`config.mk`:
```
export PLATFORM = sky130hd
export DESIGN_NAME = tc_multi_flat
export DESIGN_NICKNAME = d
export VERILOG_FILES = /design/src/rtl/tc_multi_if.sv /design/src/rtl/tc_multi.sv /design/src/flat_wrapper.sv
export SDC_FILE = /design/constraint.sdc
export NUM_CORES = 1
export LEC_CHECK = 0
export CAP_MARGIN = 5
export CORE_MARGIN = 5
export CORE_UTILIZATION = 45
export CTS_BUF_LIST = sky130_fd_sc_hd__clkbuf_4
export DETAILED_ROUTE_END_ITERATION = 16
export PLACE_DENSITY = 0.67
export REMOVE_ABC_BUFFERS = 1
export SYNTH_ARGS = -nofsm -noshare
export SYNTH_HDL_FRONTEND = slang
export SYNTH_SLANG_ARGS = --single-unit
```
`constraint.sdc`:
```
create_clock -name clk_i -period 4.04 [get_ports clk_i]
set_input_delay 0.808 -clock clk_i [delete_from_list [all_inputs] [get_ports clk_i]]
set_output_delay 0.808 -clock clk_i [all_outputs]
set_load 0.02 [all_outputs]
```
`src/rtl/tc_multi_if.sv`:
```
// Register bus shared by the memory-mapped peripherals: single-cycle write,
// combinational read data selected by the word address.
interface tc_multi_if #(
    parameter int ADDR_W = 6
) ();
    logic              we_i;
    logic [ADDR_W-1:0] add_i;
    logic [31:0]       dat_i;
    logic [31:0]       dat_o;

    modport master (output we_i, add_i, dat_i, input dat_o);
    modport slave  (input we_i, add_i, dat_i, output dat_o);
endinterface

```
`src/rtl/tc_multi.sv`:
```
// Multi-channel down-counting timer with per-channel prescaler, one-shot,
// free-running and periodic-interrupt modes, and W1C pending flags.
module tc_multi #(
    parameter int NCH    = 4,
    parameter int CNT_W  = 32,
    parameter int PSC_W  = 8,
    parameter int ADDR_W = 6
) (
    input  logic           clk_i,
    input  logic           rst_i,
    tc_multi_if.slave      bus,
    output logic [NCH-1:0] irq_o,
    output logic           irq
);

    logic             r_en     [NCH];
    logic [1:0]       r_mode   [NCH];
    logic             r_im     [NCH];
    logic [PSC_W-1:0] r_psc    [NCH];
    logic [CNT_W-1:0] r_preset [NCH];
    logic [CNT_W-1:0] r_count  [NCH];
    logic             r_pend   [NCH];
    logic [PSC_W-1:0] r_pcnt   [NCH];

    logic [31:0] w_ch;
    logic [1:0]  w_reg;
    logic [1:0]  w_newMode;
    logic        w_sel  [NCH];
    logic        w_tick [NCH];
    logic [31:0] w_rdata;
    logic        w_unusedDat;

    // The channel field is compared at full width so any index >= NCH selects nothing.
    assign w_ch        = 32'(bus.add_i) >> 2;
    assign w_reg       = bus.add_i[1:0];
    assign w_newMode   = (bus.dat_i[2:1] == 2'b11) ? 2'b00 : bus.dat_i[2:1];
    assign w_unusedDat = ^bus.dat_i;

    always_comb begin
        for (int n = 0; n < NCH; n++) begin
            w_sel[n]  = (w_ch == n);
            w_tick[n] = r_en[n] && (r_pcnt[n] == r_psc[n]);
        end
    end

    always_ff @(posedge clk_i) begin
        if (rst_i) begin
            for (int n = 0; n < NCH; n++) begin
                r_en[n]     <= 1'b0;
                r_mode[n]   <= 2'd0;
                r_im[n]     <= 1'b0;
                r_psc[n]    <= '0;
                r_preset[n] <= '0;
                r_count[n]  <= '0;
                r_pend[n]   <= 1'b0;
                r_pcnt[n]   <= '0;
            end
        end else begin
            for (int n = 0; n < NCH; n++) begin
                if (bus.we_i && w_sel[n] && (w_reg == 2'd0)) begin
                    // A CTRL write swallows any tick due this cycle.
                    r_mode[n] <= w_newMode;
                    r_im[n]   <= bus.dat_i[3];
                    r_psc[n]  <= bus.dat_i[8 +: PSC_W];
                    if (!bus.dat_i[0]) begin
                        r_en[n] <= 1'b0;
                    end else if (!r_en[n]) begin
                        r_en[n]    <= 1'b1;
                        r_count[n] <= r_preset[n];
                        r_pcnt[n]  <= '0;
                        r_pend[n]  <= 1'b0;
                    end
                end else begin
                    if (bus.we_i && w_sel[n] && (w_reg == 2'd1))
                        r_preset[n] <= bus.dat_i[CNT_W-1:0];
                    if (bus.we_i && w_sel[n] && (w_reg == 2'd3) && bus.dat_i[0])
                        r_pend[n] <= 1'b0;
                    // Later pend sets override the W1C above, so a set wins a same-cycle clear.
                    if (r_en[n]) begin
                        if (w_tick[n]) begin
                            r_pcnt[n] <= '0;
                            if (r_count[n] > CNT_W'(1)) begin
                                r_count[n] <= r_count[n] - CNT_W'(1);
                            end else if (r_count[n] == CNT_W'(1)) begin
                                r_count[n] <= '0;
                                if (r_mode[n] == 2'd0) begin
                                    r_en[n]   <= 1'b0;
                                    r_pend[n] <= 1'b1;
                                end else if (r_mode[n] == 2'd2) begin
                                    r_pend[n] <= 1'b1;
                                end
                            end else if (r_mode[n] == 2'd0) begin
                                r_en[n]   <= 1'b0;
                                r_pend[n] <= 1'b1;
                            end else begin
                                r_count[n] <= r_preset[n];
                                if ((r_mode[n] == 2'd2) && (r_preset[n] == '0))
                                    r_pend[n] <= 1'b1;
                            end
                        end else begin
                            r_pcnt[n] <= r_pcnt[n] + PSC_W'(1);
                        end
                    end
                end
            end
        end
    end

    always_comb begin
        w_rdata = '0;
        for (int n = 0; n < NCH; n++) begin
            if (w_sel[n]) begin
                case (w_reg)
                    2'd0: begin
                        w_rdata[0]          = r_en[n];
                        w_rdata[2:1]        = r_mode[n];
                        w_rdata[3]          = r_im[n];
                        w_rdata[8 +: PSC_W] = r_psc[n];
                    end
                    2'd1:    w_rdata = 32'(r_preset[n]);
                    2'd2:    w_rdata = 32'(r_count[n]);
                    default: w_rdata[1:0] = {r_en[n], r_pend[n]};
                endcase
            end
        end
    end

    assign bus.dat_o = w_rdata;

    always_comb begin
        irq_o = '0;
        for (int n = 0; n < NCH; n++) irq_o[n] = r_pend[n] & r_im[n];
    end

    assign irq = |irq_o;

endmodule

```
`src/flat_wrapper.sv`:
```
// flat-port wrapper written by rule: the top's interface ports become plain ports
module tc_multi_flat 
#(
    parameter int NCH    = 4,
    parameter int CNT_W  = 32,
    parameter int PSC_W  = 8,
    parameter int ADDR_W = 6
)
  (clk_i, rst_i, irq_o, irq, bus_we_i, bus_add_i, bus_dat_i, bus_dat_o);
  tc_multi_if #(.ADDR_W(ADDR_W)) bus_i ();
  input  logic clk_i;
  input  logic rst_i;
  output logic [NCH-1:0] irq_o;
  output logic irq;
  input wire logic [$bits(bus_i.we_i)-1:0] bus_we_i;
  input wire logic [$bits(bus_i.add_i)-1:0] bus_add_i;
  input wire logic [$bits(bus_i.dat_i)-1:0] bus_dat_i;
  output wire logic [$bits(bus_i.dat_o)-1:0] bus_dat_o;
  assign bus_i.we_i = bus_we_i;
  assign bus_i.add_i = bus_add_i;
  assign bus_i.dat_i = bus_dat_i;
  assign bus_dat_o = bus_i.dat_o;
  tc_multi #(.NCH(NCH), .CNT_W(CNT_W), .PSC_W(PSC_W), .ADDR_W(ADDR_W)) u_core (.clk_i(clk_i), .rst_i(rst_i), .bus(bus_i), .irq_o(irq_o), .irq(irq));
endmodule
```
Word level (Yosys, flattened, before mapping)
Memory sizes are Yosys's and may differ from the RTL's.
Index checks and enable logic that the tools add are counted.
{"block": "totals", "register_bits": 0, "elab_cells": 610, "mem_count": 8, "output_inout_bits": 37, "ram_bits": 340, "input_bits": 41}
{"block": "classes", "n_reduce_logical": 39, "eq_ne": 19, "n_mux": 444, "order_cmp": 4, "bitwise": 88, "addsub": 8}
{"name": "u_core.r_count", "words": 4, "word_bits": 32, "read_ports": 4, "rd_clocked_by_memory_dff": 0, "wr": 4, "line_no": "tc_multi.sv:21", "source": "logic [CNT_W-1:0] r_count [NCH];"}
{"name": "u_core.r_preset", "words": 4, "word_bits": 32, "read_ports": 4, "rd_clocked_by_memory_dff": 0, "wr": 4, "line_no": "tc_multi.sv:20", "source": "logic [CNT_W-1:0] r_preset [NCH];"}
{"name": "u_core.r_pcnt", "words": 4, "word_bits": 8, "read_ports": 4, "rd_clocked_by_memory_dff": 0, "wr": 4, "line_no": "tc_multi.sv:23", "source": "logic [PSC_W-1:0] r_pcnt [NCH];"}
{"name": "u_core.r_psc", "words": 4, "word_bits": 8, "read_ports": 4, "rd_clocked_by_memory_dff": 0, "wr": 4, "line_no": "tc_multi.sv:19", "source": "logic [PSC_W-1:0] r_psc [NCH];"}
{"name": "u_core.r_mode", "words": 4, "word_bits": 2, "read_ports": 4, "rd_clocked_by_memory_dff": 0, "wr": 4, "line_no": "tc_multi.sv:17", "source": "logic [1:0] r_mode [NCH];"}
{"name": "u_core.r_en", "words": 4, "word_bits": 1, "read_ports": 4, "rd_clocked_by_memory_dff": 0, "wr": 4, "line_no": "tc_multi.sv:16", "source": "logic r_en [NCH];"}
{"name": "2 more memories"}
{"operator": "2-to-1 mux 32 bit", "count": 24}
{"operator": "2-to-1 mux 1 bit", "count": 379}
{"operator": "logical NOT 32 bit", "count": 5}
{"operator": "equality test 32 x 1 -> 1 bit (second input constant)", "count": 4}
{"operator": "> comparator 32 x 1 -> 1 bit (second input constant)", "count": 4}
{"operator": "2-to-1 mux 8 bit", "count": 16}
{"operator": "one-hot mux 16 bit (2 select lines)", "count": 4}
{"operator": "subtractor 32 x 1 -> 32 bit (second input constant)", "count": 4}
{"operator": "one-hot mux 8 bit (3 select lines)", "count": 4}
{"operator": "OR 1 bit", "count": 84}
{"operator": "one-hot mux 2 bit (3 select lines)", "count": 8}
{"operator": "adder 8 x 1 -> 8 bit (second input constant)", "count": 4}
{"operator": "equality test 8 bit", "count": 4}
{"operator": "one-hot mux 4 bit (2 select lines)", "count": 4}
{"operator": "logical AND 1 bit", "count": 28}
{"operator": "equality test 2 bit (second input constant)", "count": 7}
{"operator": "logical NOT 2 bit", "count": 5}
{"operator": "2-to-1 mux 2 bit", "count": 5}
{"operator": "equality test 4 x 2 -> 1 bit (second input constant)", "count": 2}
{"operator": "bitwise AND 1 bit", "count": 4}
{"operator": "equality test 4 x 1 -> 1 bit (second input constant)", "count": 1}
{"operator": "OR reduction 4 bit", "count": 1}
{"operator": "equality test 2 x 1 -> 1 bit (second input constant)", "count": 1}

Logic depth before layout (Yosys ltp)
An unclocked memory read counts as a cell.
{"block": "depth", "word_depth": 14, "depth_mapped": 12, "ltp_nobuf": 8}

Least setup slack after synthesis
OpenSTA, ideal clock, no wires.
{"block": "synth_timing", "path_type": "input port to flip-flop", "from": "input port bus_add_i[0]", "to": "memory u_core.r_count[3][0], enable pin", "t_arrival_ns": 3.766, "setup_slack_ns": -0.157, "cell_stages": 8, "path_cell_list": "inv_1 > ha_1 > clkbuf_1 > and2_1 > a41oi_1 > nand4_1 > or2_2 > o211ai_1"}
{"item": "start, declared", "line_no": "flat_wrapper.sv:16", "source": "input wire logic [$bits(bus_i.add_i)-1:0] bus_add_i;"}
{"item": "end, declared", "line_no": "tc_multi.sv:21"}

Worst setup path in the final report
{"block": "layout_timing", "from": "input port bus_add_i[1]", "to": "output port bus_dat_o[2]"}
{"block": "layout_between", "elab_chain_cells": 9}
{"item": "equality test 2 bit (tied with other cells)", "line_no": "tc_multi.sv:113", "source": "case (w_reg)"}
{"item": "one-hot mux 2 bit (3 select lines)", "line_no": "tc_multi.sv:113"}
{"item": "2-to-1 mux 32 bit", "line_no": "tc_multi.sv:112", "source": "if (w_sel[n]) begin"}
{"item": "one-hot mux 2 bit (3 select lines)", "line_no": "tc_multi.sv:113"}
{"item": "2-to-1 mux 32 bit", "line_no": "tc_multi.sv:112"}
{"item": "one-hot mux 2 bit (3 select lines)", "line_no": "tc_multi.sv:113"}
{"item": "2-to-1 mux 32 bit", "line_no": "tc_multi.sv:112"}
{"item": "one-hot mux 2 bit (3 select lines)", "line_no": "tc_multi.sv:113"}
{"item": "2-to-1 mux 32 bit *", "line_no": "tc_multi.sv:112"}
{"item": "end, declared", "line_no": "flat_wrapper.sv:18", "source": "output wire logic [$bits(bus_i.dat_o)-1:0] bus_dat_o;"}
Every way passes the cells marked *; elsewhere a longest branch is shown, timed or not.

==> flow_metrics.tcl <==
set metrics [dict create \
    clk_path_buf_depth 3 \
    place_hpwl_mm 56.5 \
    clock_latency_ns 0.85 \
    path_max_fanout 13 \
    end_kind "output pin" \
    status "finished, final reports clean" \
    gp_congestion 1.01 \
    syn_to_final_growth_pct 20.8 \
    ir_worst_vdd_v 0.000209 \
    synth_most_common_cell "edfxtp_1" \
    clock.fmax_mhz 250 \
    dieHeight_um 220 \
    startpoint "bus_add_i[1]" \
    drtAntennaViolNets 0 \
    pre_cts_slack_ns -0.722 \
    r2r-end "u_core.r_count[3][23]$_DFFE_PP_" \
    fin_crit_sh_pct 98.8 \
    drv_slew 0 \
    yosysWarnings 0 \
    design.die.area_sq_um 48500 \
    hold_viol 0 \
    max-cap-violations 0 \
    r2r_start "u_core.r_count[3][14]$_DFFE_PP_" \
    synth_cell_types 72 \
    grt_antenna_before_repair 7 \
    cpMaxStageDelayCell "dlygate4sd2_1" \
    fin_crit_ns 3.99 \
    avgSynthCellArea_sq_um 10.4 \
    num_rows 77 \
    via_per_inst 6.34 \
    finalClockSkew_ns 0.0473 \
    synth_area_leaders "edfxtp_1, and2_1, xor2_1, nor2_1, a22oi_1" \
    min_path_type "reg2reg" \
    ys_ff_latch 340 \
    path_clk_slew_ns 0.07 \
    fin_setup_tns_ns 0 \
    post_drt_wl_per_cell_um 27.1 \
    htreeDepth 3 \
    r2r_cells 6 \
    vias 17937 \
    r2r_slack_ns 0.77 \
    overflow 0 \
    power_leakage_nw 8.66 \
    grt_pass1_wl_mm 111 \
    synth_cells 1910 \
    async_flop_share_pct 0 \
    slew_headroom_pct 38.3 \
    clock_sinks 340 \
    crit_arrival_ns 3.18 \
    critical-path-max-stage-delay_ns 0.36 \
    synth-edff-count 340 \
    grt_util_all_layers_pct 30.9 \
    ios 78 \
    grt_max_degree 41 \
    wirelength_mm 76.5 \
    power_density_nw_per_um2 352 \
    chipWidth_um 220 \
    path_cells "dlygate4sd2_1 -> inv_1 -> ha_4 -> buf_6 -> buf_4 -> a22o_1 -> a2111oi_2 -> buf_4 -> a31oi_1 -> and3_1 -> dlygate4sd2_1" \
    synth_area_sq_um 19900 \
    port-buffer-count 77 \
    cts_tree "built" \
    drt-pass1-iter-count 8 \
    yosysTopAreaCell "edfxtp_1" \
    critPathKind "in2out" \
    drc 0 \
    yosys-top-cells-count "edfxtp_1, nor2_1, and2_1" \
    root_buffer "clkbuf_4" \
    holdBufCountCts 0 \
    setup_viol 0 \
    seq_area_frac_synth_pct 51.3 \
    setup_slack_ns 0.0475 \
    worstPathRequired_ns 3.23 \
    synth_top_flop_cell "edfxtp_1" \
    start_kind "primary input" \
    start_util_pct 45.2 \
    numCtsBuffers 97 \
    core_sq_um 44000 \
    drive_gt1_share_pct 18.4 \
    endpoint "bus_dat_o[2]" \
    first_iter_violations 2554 \
    nets 2213 \
    max_slew.worst_pin.slew_ns 0.919 \
    hold_slack_ns 0.606 \
    synth_top_area_share_pct 51.3 \
    grt_pass1_vias 16983 \
]
-- registers in the layout, indices dropped and copies added (netlist names) --
name / flops
u_core.r_mode: 8
u_core.r_psc: 32
u_core.r_preset: 128
u_core.r_count: 128
u_core.r_pend: 4
u_core.r_en: 4
u_core.r_im: 4
u_core.r_pcnt: 32
-- through the flow --
| stage | power, mW | util [%] | std cells | cell area, sq um |
|---|---|---|---|---|
| final | 8.47 | 54.6 | 2827 | 24000 |
| after global routing | 8.79 | 54.6 | 2826 | 24000 |
| after CTS | 8.48 | 54.4 | 2824 | 24000 |
| after detailed placement | 5.26 | 51.2 | 2639 | 22500 |
| after global placement | 5.25 | 51.2 | 2639 | 22500 |
| after floorplan | 4.67 | - | 1793 | 19400 |
-- how the worst min path moves through the flow --
stage	start	endpoint	slack, ns	cells after the start
3_5_place_dp	u_core.r_preset[3][15]$_SDFFCE_PN0P_	u_core.r_count[3][15]$_DFFE_PP_	0.58	2
2_1_floorplan	u_core.r_preset[3][13]$_SDFFCE_PN0P_	u_core.r_count[3][13]$_DFFE_PP_	0.54	2
3_3_place_gp	u_core.r_preset[3][31]$_SDFFCE_PN0P_	u_core.r_count[3][31]$_DFFE_PP_	0.57	2
5_1_grt	u_core.r_preset[0][30]$_SDFFCE_PN0P_	u_core.r_count[0][30]$_SDFFCE_PN0P_	0.64	2
6_report	u_core.r_preset[3][6]$_SDFFCE_PN0P_	u_core.r_count[3][6]$_DFFE_PP_	0.61	2
4_1_cts	u_core.r_preset[0][30]$_SDFFCE_PN0P_	u_core.r_count[0][30]$_SDFFCE_PN0P_	0.60	2
-- layer usage --
layer	global-route usage, %	share of wire (%)
met5	0	0.044
met2	44.7	42
met1	44.2	41
met4	10.6	4.0
met3	9.81	13
-- what timing repair did --
action | 4_1_cts | 5_1_grt
setup buffers | 9 | 0
endpoints found under the setup margin | 32 | 22
cloned | 0 | 0
pin swaps | 4 | 2
resized for setup | 56 | 24
-- cells in the final DEF (no fill, tap or decap), types with 13 or more instances in the layout --
cell type and count:
buf_12 19, ha_1 15, nand4_1 22, clkbuf_4 135, a21oi_2 20, mux2i_1 17, nand2b_1 16, buf_4 165
a222oi_1 13, a21oi_1 44, and2_1 171, nand2_1 106, clkinv_1 28, a22oi_1 99, nor3_1 63, nand3_1 44
inv_1 27, o21ai_0 48, nor4_1 76, or4_1 16, dlygate4sd2_1 18, or3_1 25, edfxtp_1 340, nor2b_1 23
nor2_1 203, a221oi_1 54, clkdlybuf4s50_1 45, a211oi_1 46, xor2_1 107, xnor2_1 59
-- worst max-delay path, delay by kind of cell --
family / cells / cell delay [ns]
AO/OA/AOI/OAI: 3 / 0.60
adder cells (fa/ha/maj): 1 / 0.23
buffers and inverters: 6 / 1.28
AND/OR/NAND/NOR: 1 / 0.26
-- power by group --
group	switching, mW	leakage (nW)	internal [mW]	total (mW)
Combinational	0.573	4.55	0.384	0.957
Clock	1.59	0.727	1.61	3.21
Sequential	0.254	3.38	4.05	4.30
Total	2.42	8.66	6.05	8.47
-- cell families (layout without fill, tap and decap cells) --
kind of cell | Yosys count | in the layout | share of synthesized area, %
buffers and inverters | 144 | 466 | 3.03
multiplexers | 17 | 17 | 0.855
XOR/XNOR | 166 | 166 | 7.30
AND/OR/NAND/NOR | 828 | 828 | 22.0
AO/OA/AOI/OAI | 398 | 398 | 14.5
flip-flops | 340 | 340 | 51.3
other | 0 | 3 | 0
adder cells (fa/ha/maj) | 17 | 17 | 1.07
-- final cells by class --
type	count	area [sq um]
Multi-Input combinational cell	1426	9380
Antenna cell	3	7.51
Tap cell	592	741
Clock inverter	41	193
Timing Repair Buffer	263	2400
Inverter	27	101
Clock buffer	135	1010
Sequential cell	340	10200
Fill cell	3936	20000
Note: power is estimated with default switching activity, not from simulation.
